### src/rtl/input_vc_buffer.sv
// Router input-port VC buffer: VC_NUM flit FIFOs with per-VC packet FSMs, feeding one
// row of the switch allocator and presenting granted flits to the crossbar a cycle later.
`timescale 1ns/1ps

package noc_params;
  localparam int PORT_NUM  = 5;
  localparam int PORT_SIZE = (PORT_NUM <= 1) ? 1 : $clog2(PORT_NUM);
  typedef logic [PORT_SIZE-1:0] port_t;
endpackage

module ivb_vc
  import noc_params::*;
#(
  parameter int BUF_DEPTH = 4,
  parameter int FLIT_W    = 32,
  localparam int ENT_W    = FLIT_W + PORT_SIZE + 2,
  localparam int PTR_W    = $clog2(BUF_DEPTH),
  localparam int CNT_W    = $clog2(BUF_DEPTH + 1)
) (
  input  logic             clk,
  input  logic             rst,
  input  logic             wr_en,
  input  logic [ENT_W-1:0] wr_entry,
  input  logic             pop,
  output logic [ENT_W-1:0] front,
  output logic             full,
  output logic             req,
  output logic             bad_front,
  output port_t            route
);
  typedef enum logic {IDLE, ACTIVE} state_t;
  typedef struct packed {
    logic              head;
    logic              tail;
    port_t             dst;
    logic [FLIT_W-1:0] data;
  } entry_t;

  logic [ENT_W-1:0] mem_q [BUF_DEPTH];
  logic [PTR_W-1:0] wr_ptr_q, wr_ptr_d, rd_ptr_q, rd_ptr_d;
  logic [CNT_W-1:0] cnt_q, cnt_d, avail;
  state_t           state_q, state_d;
  port_t            route_q, route_d;
  logic             req_q, req_d;
  entry_t           fr;

  assign fr        = mem_q[rd_ptr_q];
  assign front     = fr;
  assign full      = (cnt_q == CNT_W'(BUF_DEPTH));
  assign req       = req_q;
  assign route     = route_q;
  assign bad_front = (state_q == IDLE) && (cnt_q != '0) && !fr.head;

  always_comb begin
    wr_ptr_d = wr_en ? wr_ptr_q + PTR_W'(1) : wr_ptr_q;
    rd_ptr_d = pop   ? rd_ptr_q + PTR_W'(1) : rd_ptr_q;
    cnt_d    = cnt_q + CNT_W'(wr_en) - CNT_W'(pop);
    avail    = cnt_q - CNT_W'(pop);
    state_d  = state_q;
    route_d  = route_q;
    case (state_q)
      IDLE: if (cnt_q != '0 && fr.head) begin
        state_d = ACTIVE;
        route_d = fr.dst;
      end
      ACTIVE: if (pop && fr.tail) state_d = IDLE;
      default: state_d = IDLE;
    endcase
    // Request ignores same-cycle writes so a fresh flit waits a full cycle before it can pop.
    req_d = (state_d == ACTIVE) && (avail != '0);
  end

  always_ff @(posedge clk or posedge rst) begin
    if (rst) begin
      wr_ptr_q <= '0;
      rd_ptr_q <= '0;
      cnt_q    <= '0;
      state_q  <= IDLE;
      route_q  <= '0;
      req_q    <= 1'b0;
    end else begin
      wr_ptr_q <= wr_ptr_d;
      rd_ptr_q <= rd_ptr_d;
      cnt_q    <= cnt_d;
      state_q  <= state_d;
      route_q  <= route_d;
      req_q    <= req_d;
    end
  end

  always_ff @(posedge clk) begin
    if (wr_en) mem_q[wr_ptr_q] <= wr_entry;
  end
endmodule

module input_vc_buffer
  import noc_params::*;
#(
  parameter int VC_NUM    = 2,
  parameter int BUF_DEPTH = 4,
  parameter int FLIT_W    = 32,
  localparam int VC_PTR_W = (VC_NUM <= 1) ? 1 : $clog2(VC_NUM),
  localparam int ENT_W    = FLIT_W + PORT_SIZE + 2
) (
  input  logic                     clk,
  input  logic                     RST,
  input  logic                     in_valid,
  input  logic [VC_PTR_W-1:0]      in_vc,
  input  logic                     in_head,
  input  logic                     in_tail,
  input  port_t                    in_dst,
  input  logic [FLIT_W-1:0]        in_data,
  output logic [VC_NUM-1:0]        vc_request,
  output port_t [VC_NUM-1:0]       vc_target_port,
  input  logic [VC_NUM-1:0]        vc_grant,
  output logic                     out_valid,
  output logic [VC_PTR_W-1:0]      out_vc,
  output port_t                    out_port,
  output logic                     out_head,
  output logic                     out_tail,
  output logic [FLIT_W-1:0]        out_data,
  output logic                     credit_valid,
  output logic [VC_PTR_W-1:0]      credit_vc,
  output logic                     err_overflow,
  output logic                     err_proto
);
  typedef struct packed {
    logic              head;
    logic              tail;
    port_t             dst;
    logic [FLIT_W-1:0] data;
  } entry_t;

  logic [VC_NUM-1:0][ENT_W-1:0] front;
  logic [VC_NUM-1:0]            full, bad, wr_en, pop_vec, qual;
  logic [ENT_W-1:0]             wr_ent;
  logic [VC_PTR_W-1:0]          gnt_idx, dsc_idx, pop_idx;
  logic                         gnt_any, gnt_multi, dsc_any, pop_any, in_ok, overflow;
  entry_t                       sel_ent;
  port_t                        sel_route;

  logic                out_valid_q, out_valid_d, out_head_q, out_head_d, out_tail_q, out_tail_d;
  logic [VC_PTR_W-1:0] out_vc_q, out_vc_d, credit_vc_q, credit_vc_d;
  port_t               out_port_q, out_port_d;
  logic [FLIT_W-1:0]   out_data_q, out_data_d;
  logic                credit_valid_q, credit_valid_d;
  logic                err_overflow_q, err_overflow_d, err_proto_q, err_proto_d;

  assign wr_ent = {in_head, in_tail, in_dst, in_data};

  for (genvar v = 0; v < VC_NUM; v++) begin : g_vc
    ivb_vc #(.BUF_DEPTH(BUF_DEPTH), .FLIT_W(FLIT_W)) u_vc (
      .clk       (clk),
      .rst       (RST),
      .wr_en     (wr_en[v]),
      .wr_entry  (wr_ent),
      .pop       (pop_vec[v]),
      .front     (front[v]),
      .full      (full[v]),
      .req       (vc_request[v]),
      .bad_front (bad[v]),
      .route     (vc_target_port[v])
    );
  end

  always_comb begin
    qual      = vc_grant & vc_request;
    gnt_any   = |qual;
    gnt_multi = (qual & (qual - 1'b1)) != '0;
    gnt_idx   = '0;
    dsc_idx   = '0;
    for (int v = VC_NUM - 1; v >= 0; v--) begin
      if (qual[v]) gnt_idx = VC_PTR_W'(v);
      if (bad[v])  dsc_idx = VC_PTR_W'(v);
    end
    // Stray body/tail flits drain only when no granted pop needs the credit port.
    dsc_any = (|bad) && !gnt_any;
    pop_any = gnt_any || dsc_any;
    pop_idx = gnt_any ? gnt_idx : dsc_idx;

    in_ok     = in_valid && (int'(in_vc) < VC_NUM);
    overflow  = 1'b0;
    sel_ent   = '0;
    sel_route = '0;
    for (int v = 0; v < VC_NUM; v++) begin
      pop_vec[v] = pop_any && (pop_idx == VC_PTR_W'(v));
      wr_en[v]   = in_ok && (in_vc == VC_PTR_W'(v)) && (!full[v] || pop_vec[v]);
      if (in_ok && (in_vc == VC_PTR_W'(v)) && full[v] && !pop_vec[v]) overflow = 1'b1;
      if (gnt_idx == VC_PTR_W'(v)) begin
        sel_ent   = front[v];
        sel_route = vc_target_port[v];
      end
    end

    out_valid_d    = gnt_any;
    out_vc_d       = gnt_any ? gnt_idx      : out_vc_q;
    out_port_d     = gnt_any ? sel_route    : out_port_q;
    out_head_d     = gnt_any ? sel_ent.head : out_head_q;
    out_tail_d     = gnt_any ? sel_ent.tail : out_tail_q;
    out_data_d     = gnt_any ? sel_ent.data : out_data_q;
    credit_valid_d = pop_any;
    credit_vc_d    = pop_any ? pop_idx : credit_vc_q;
    err_overflow_d = err_overflow_q || overflow;
    err_proto_d    = err_proto_q || gnt_multi || dsc_any;
  end

  always_ff @(posedge clk or posedge RST) begin
    if (RST) begin
      out_valid_q    <= 1'b0;
      out_vc_q       <= '0;
      out_port_q     <= '0;
      out_head_q     <= 1'b0;
      out_tail_q     <= 1'b0;
      out_data_q     <= '0;
      credit_valid_q <= 1'b0;
      credit_vc_q    <= '0;
      err_overflow_q <= 1'b0;
      err_proto_q    <= 1'b0;
    end else begin
      out_valid_q    <= out_valid_d;
      out_vc_q       <= out_vc_d;
      out_port_q     <= out_port_d;
      out_head_q     <= out_head_d;
      out_tail_q     <= out_tail_d;
      out_data_q     <= out_data_d;
      credit_valid_q <= credit_valid_d;
      credit_vc_q    <= credit_vc_d;
      err_overflow_q <= err_overflow_d;
      err_proto_q    <= err_proto_d;
    end
  end

  assign out_valid    = out_valid_q;
  assign out_vc       = out_vc_q;
  assign out_port     = out_port_q;
  assign out_head     = out_head_q;
  assign out_tail     = out_tail_q;
  assign out_data     = out_data_q;
  assign credit_valid = credit_valid_q;
  assign credit_vc    = credit_vc_q;
  assign err_overflow = err_overflow_q;
  assign err_proto    = err_proto_q;
endmodule

### config.mk
export PLATFORM = sky130hd
export DESIGN_NAME = input_vc_buffer
export DESIGN_NICKNAME = d
export VERILOG_FILES = /design/src/rtl/input_vc_buffer.sv
export SDC_FILE = /design/constraint.sdc
export NUM_CORES = 1
export LEC_CHECK = 0
export ABC_AREA = 0
export ABC_CLOCK_PERIOD_IN_PS = 4070
export CAP_MARGIN = 20
export CORE_ASPECT_RATIO = 1.1
export CORE_MARGIN = 8
export CORE_UTILIZATION = 58
export DETAILED_ROUTE_END_ITERATION = 8
export GPL_TIMING_DRIVEN = 0
export HOLD_SLACK_MARGIN = 0.08
export PLACE_DENSITY = 0.76
export SETUP_SLACK_MARGIN = 0.02
export SYNTH_ARGS = -nofsm -noshare
export SYNTH_HDL_FRONTEND = slang
export SYNTH_SLANG_ARGS = --single-unit
### constraint.sdc
create_clock -name clk -period 4.07 [get_ports clk]
set_input_delay 0.6105 -clock clk [delete_from_list [all_inputs] [get_ports clk]]
set_output_delay 0.6105 -clock clk [all_outputs]
set_load 0.02 [all_outputs]
# Word-level counts from Yosys, hierarchy flattened
# Memory sizes are Yosys's and may differ from the RTL's.
# Cells that the tools add are included.
[totals]
ramBits = 296
output_inout_bits = 51
regBits = 67
elab_cells = 105
in_bits = 43
n_memories = 2
[classes]
n_reduce_logical = 43
n_addsub = 11
n_mux = 19
bitwise = 6
eq_ne = 2
[mem_list]
columns = ["name", "depth", "word_bits", "rd", "rd_ports_with_merged_regs", "write_ports", "line_no", "source"]
rows = [
  ["g_vc[0].u_vc.mem_q", 4, 37, 1, 0, 1, "39", "logic [ENT_W-1:0] mem_q [BUF_DEPTH];"],
  ["g_vc[1].u_vc.mem_q", 4, 37, 1, 0, 1, "39", ""],
]
[op_table]
columns = ["op", "n"]
rows = [
  ["37-bit 2-to-1 mux", 1],
  ["1-bit logical AND", 21],
  ["1-bit 2-to-1 mux", 15],
  ["3-bit nonzero test", 4],
  ["3-bit by 1-bit subtractor with 3-bit output", 4],
  ["2-bit by 1-bit adder with 2-bit output (second input constant)", 4],
  ["1-bit zero test", 7],
  ["3-bit by 1-bit adder with 3-bit output", 2],
  ["3-bit equality test (second input constant)", 2],
  ["1-bit logical OR", 6],
  ["2-bit AND", 2],
  ["1-bit inverter", 4],
  ["1-bit case mux with 2 select lines", 2],
  ["2-bit AND reduction", 2],
  ["2-bit OR reduction", 2],
  ["3-bit 2-to-1 mux", 1],
  ["2-bit nonzero test", 1],
  ["2-bit by 1-bit subtractor with 2-bit output (second input constant)", 1],
]

# Longest topological paths before layout
[logic_depth]
word_depth = 13
ltp_mapped = 11
mapped_depth_nobuf = 10

# Modules after synthesis
# A second synthesis with hierarchy kept.
[hier_totals]
cells_unflattened = 686
hier_area_um2 = 13995.9
[by_module_without_submodules]
columns = ["mod", "n_inst", "seq_area_each_um2", "area_per_inst_um2", "cells_each"]
rows = [
  ["ivb_vc", 2, 4744.6, 5980.7, 247],
  ["input_vc_buffer", 1, 1076.0, 2034.5, 192],
]

# Worst setup path after synthesis
# No wires, ideal clock.
[synth_path]
path_kind = "flip-flop to flip-flop"
startpoint = "register g_vc[1].u_vc.rd_ptr_q[0]"
endpoint = "memory g_vc[1].u_vc.mem_q[0][0] (netlist name) (enable)"
t_arrival_ns = 3.237
path_stages_with_launch = 6
path_slack_ns = 0.397
period_less_slack_ns = 3.673
cell_sequence = "dfrtp_1 > mux4_2 > nor3_2 > nand2_1 > o31a_4 > nor2b_1"
[synth_via]
elab_chain_cells = 11
[synth_lines]
columns = ["element", "line_no", "source"]
rows = [
  ["start, declared", "40", "logic [PTR_W-1:0] wr_ptr_q, wr_ptr_d, rd_ptr_q, rd_ptr_d;"],
  ["start signal, assigned", "83", "rd_ptr_q <= rd_ptr_d;"],
  ["memory read 4 x 37 bit *", "--", ""],
  ["1-bit zero test *", "52", "assign bad_front = (state_q == IDLE) && (cnt_q != '0) && !fr.head;"],
  ["1-bit logical AND *", "52", ""],
  ["1-bit 2-to-1 mux / 2-bit OR reduction (equally long branches)", "174, 177", ""],
  ["1-bit 2-to-1 mux / 1-bit logical AND (equally long branches)", "174, 177", ""],
  ["1-bit 2-to-1 mux / 1-bit logical OR (equally long branches)", "179, 178", ""],
  ["1-bit logical AND *", "186", "pop_vec[v] = pop_any && (pop_idx == VC_PTR_W'(v));"],
  ["1-bit logical OR *", "187", "wr_en[v] = in_ok && (in_vc == VC_PTR_W'(v)) && (!full[v] || pop_vec[v]);"],
  ["1-bit logical AND *", "187", ""],
  ["1-bit 2-to-1 mux *", "92", "if (wr_en) mem_q[wr_ptr_q] <= wr_entry;"],
  ["1-bit 2-to-1 mux (not written as such) *", "92", ""],
  ["end, declared", "39", ""],
]
# Every way passes the cells marked *; elsewhere a longest branch is shown, timed or not.

# Final worst setup path
[layout_path]
startpoint = "register g_vc[1].u_vc.rd_ptr_q[0]"
endpoint = "register g_vc[1].u_vc.cnt_q[2]"
[layout_via]
elab_chain_cells = 11
[layout_lines]
columns = ["element", "line_no", "source"]
rows = [
  ["memory read 4 x 37 bit *", "--", ""],
  ["1-bit zero test *", "52", ""],
  ["1-bit logical AND *", "52", ""],
  ["1-bit 2-to-1 mux / 2-bit OR reduction (equally long branches)", "174, 177", ""],
  ["1-bit 2-to-1 mux / 1-bit logical AND (equally long branches)", "174, 177", ""],
  ["1-bit 2-to-1 mux / 1-bit logical OR (equally long branches)", "179, 178", ""],
  ["1-bit logical AND *", "186", ""],
  ["1-bit logical OR", "187", ""],
  ["1-bit logical AND", "187", ""],
  ["3-bit by 1-bit adder with 3-bit output", "57", "cnt_d = cnt_q + CNT_W'(wr_en) - CNT_W'(pop);"],
  ["3-bit by 1-bit subtractor with 3-bit output *", "57", ""],
  ["via g_vc[1].u_vc.cnt_d[2]", "41", "logic [CNT_W-1:0] cnt_q, cnt_d, avail;"],
  ["end signal, assigned", "84", "cnt_q <= cnt_d;"],
  ["end, declared", "41", ""],
]
# The timed path passes the listed nets; every way through them passes the cells marked *.
# A chain may end at the register's enable or synchronous reset.

==> results.toml <==
[power]
peakVddDrop_v = 0.000573
leakage_nw = 5.74
power-per-cell-area_mw_per_mm2 = 747
total_power_mw = 12.4

[critical_path]
required_ns = 4.46
crit_path_frequent_cell = "ha_1"
slowest_stage = "mux4_2"
worst-path-max-fanout = 7
path_delay_family = "adder cells"
critPathMaxStageDelay_ns = 0.58
criticalPathCategory = "reg2reg"
crit_buf_inv = 1
worst_setup_path_start_kind = "register"
end_kind = "register"
cp.arrival_ns = 3.61
critical_path.cell_chain = "mux4_2, nor3_2, nand2_1, o31a_4, ha_1, inv_1, ha_1, fa_1, xor2_1, xnor2_1"

[run]
cap_violations = 0

[global_route]
grt-ovfl-total = 0
grt_start_max_net_pins = 51
grt_usage = 0.220
antenna_found_initial = 2
grt_first_pass_wirelength_um = 47200
grt_pass1_vias = 7913

[placed_design]
place_congestion = 0.730
place_inst = 1136
numPortBuffers = 93
dp_slack_ns = 0.644
hpwl_um = 18700

[clock_network]
path_clk_slew_ns = 0.06
postCtsSetupBuffers = 0
cts_tree = "built"
hold_buffers = 0
cts.sinks = 363
ctsResizeCount = 0
numCtsBuffers = 35
h-tree-depth = 2
cts-root-buf = "clkbuf_16"
clk_latency_ns = 0.52
cts_buffer_depth = 3

[synth]
syn_area_mm2 = 0.0138
yosys.area_share.simple = 0.0460
yosysMostFrequentCell = "edfxtp_1"
muxShareOfSynthArea = 0.127
postSynthCellCount = 729
netlist_top_cells_count = "296 x edfxtp_1, 86 x nand2_1, 74 x mux4_2"
syn_area_per_cell_um2 = 19.0
netlist.area_leader.share = 0.642
synth-xor-area-share = 0.00760
synth_flop_cell = "edfxtp_1"
synth_edf_count = 296
synthArstFlopShare = 0.185
synth_top_family_by_area = "multiplexers"
synthAdderAreaFrac = 0.0156
synth-compound-area-share = 0.0249
seq_area_frac_synth = 0.764
postSynthNetCount = 788
ys_types = 34
ys_warn_count = 0
synth_area_leaders = "edfxtp_1 64%, dfrtp_1 12%, mux4_2 12%, nand2_1 2.3%, a31oi_1 1.7%"
synth_largest_area_cell = "edfxtp_1"
synth-seq-cells = 363

[finish]
multiInputGateArea_mm2 = 0.00309
final_util = 0.706
layout-drive-gt1-share = 0.183
nets = 927
area_delta_synth_final_pct = 20.2
seq_area_mm2 = 0.0106
final_cells = 1201
fillers = 1404

[routing]
dr.pass1.iters = 6
ant_nets = 0
drc = 0
via_count = 7333
drt_iter0_markers = 637
wirelength_um = 30900
viasPerCell = 6.11
routedWlPerCell_um = 25.7

[floorplanning]
die_h_um = 178
coreArea_mm2 = 0.0235
die_w_um = 163
start_util = 0.587
placementRows = 59
die_area_mm2 = 0.0291
io_pins = 94

[sta]
fmax_mhz = 310
min_period_over_period = 0.792
fin_ws_ns = 0.848
rsz0062_at_grt = "false"
finalHoldViolCount = 0
skew_ns = 0.0196
period_needed_ns = 3.22
setup_violations = 0
report.final.slew_viol_count = 0
slew_headroom = 0.439
worst_slew_pin_slew_ns = 0.841

[outcome]
outcome = "finished, final reports clean"

[min_path]
hold_class = "in2async"
## layout make-up
| cell class | instances | share of cell area |
|---|---|---|
| well taps | 305 | 0.0229 |
| clock inverters | 21 | 0.0191 |
| clock buffers | 43 | 0.0564 |
| flip-flops and latches | 363 | 0.635 |
| plain buffers | 36 | 0.00918 |
| multi-input cells | 314 | 0.186 |
| inverters | 16 | 0.00376 |
| repair buffers | 102 | 0.0673 |
| diodes | 1 | 0.000150 |
## layout by cell type (no fill, tap or decap), types with 5 or more instances in the layout
master and n:
a21oi_1 5, a31oi_1 37, buf_12 8, buf_2 8, bufinv_16 8, clkbuf_1 29, clkbuf_16 36, clkdlybuf4s50_1 93
clkinv_1 6, dfrtp_1 67, edfxtp_1 296, ha_1 14, inv_1 15, mux2_2 6, mux4_2 74, nand2_1 86
nor2_1 43, xnor2_1 7, xor2_1 5
## worst register-to-register path: stages (launching register included)
cell	delay [ns]
dfrtp_1	0.43
mux4_2	0.58
nor3_2	0.28
nand2_1	0.21
o31a_4	0.40
ha_1	0.30
inv_1	0.04
ha_1	0.20
fa_1	0.37
xor2_1	0.16
xnor2_1	0.13
## state kept, by name, indices dropped and copies added, names as in the netlist
signal              cells
g_vc.u_vc.req           2
g_vc.u_vc.rd_ptr_q      4
out_port                3
out_data               32
g_vc.u_vc.route         6
g_vc.u_vc.cnt_q         6
credit_vc               1
err_proto               1
credit_valid            1
err_overflow            1
g_vc.u_vc.state_q       2
out_vc                  1
g_vc.u_vc.mem_q       296
out_head                1
g_vc.u_vc.wr_ptr_q      4
out_tail                1
out_valid               1
## per-layer routing
layer | part of all wire | up-vias | track usage
met5 | 0.00029 | - | 0
met4 | 0.031 | 2 | 0.0865
met3 | 0.073 | 72 | 0.0395
met2 | 0.51 | 345 | 0.370
met1 | 0.39 | 3796 | 0.283
li1 | - | 3118 | -
## per-stage QoR
stage / setup TNS (ns) / hold WS (ns) / instance area [µm²]
final: 0 / 0.417 / 16600
after global placement: -285.73 / 0.462 / 15100
after detailed placement: 0 / 0.465 / 15400
after floorplan: 0 / 0.497 / 13800
after CTS: 0 / 0.409 / 16600
after global routing: 0 / 0.427 / 16600
## worst paths after layout
check                                                startpoint                         endpoint  slack (ns)  cells after the start
max                        g_vc[1].u_vc.rd_ptr_q[0]$_DFFE_PP0N_  g_vc[1].u_vc.cnt_q[2]$_DFF_PP0_        0.85                     10
min in group clk                         err_overflow$_DFF_PP0_           err_overflow$_DFF_PP0_        0.48                      2
max in group asynchronous                                   RST         out_data[24]$_DFFE_PP0N_        3.05                      3
min reg2reg                              err_overflow$_DFF_PP0_           err_overflow$_DFF_PP0_        0.48                      2
max reg2reg                g_vc[1].u_vc.rd_ptr_q[0]$_DFFE_PP0N_  g_vc[1].u_vc.cnt_q[2]$_DFF_PP0_        0.85                     10
min                                                         RST          out_data[2]$_DFFE_PP0N_        0.42                      2
## cells by family (layout without fill, tap and decap cells)
family / count (synthesis) / count (layout)
multiplexers: 82 / 82
adder cells (fa/ha/maj): 16 / 16
XOR/XNOR: 12 / 12
AO/OA/AOI/OAI: 52 / 52
buffers and inverters: 52 / 218
AND/OR/NAND/NOR: 152 / 152
flip-flops: 363 / 363
other: 0 / 1
## power breakdown
part           internal (mW)  switching, mW  total [mW]
Sequential              4.75          0.354        5.10
Clock                   2.16           1.33        3.49
Combinational           1.74           2.10        3.83
Note: power is estimated with default switching activity, not from simulation.
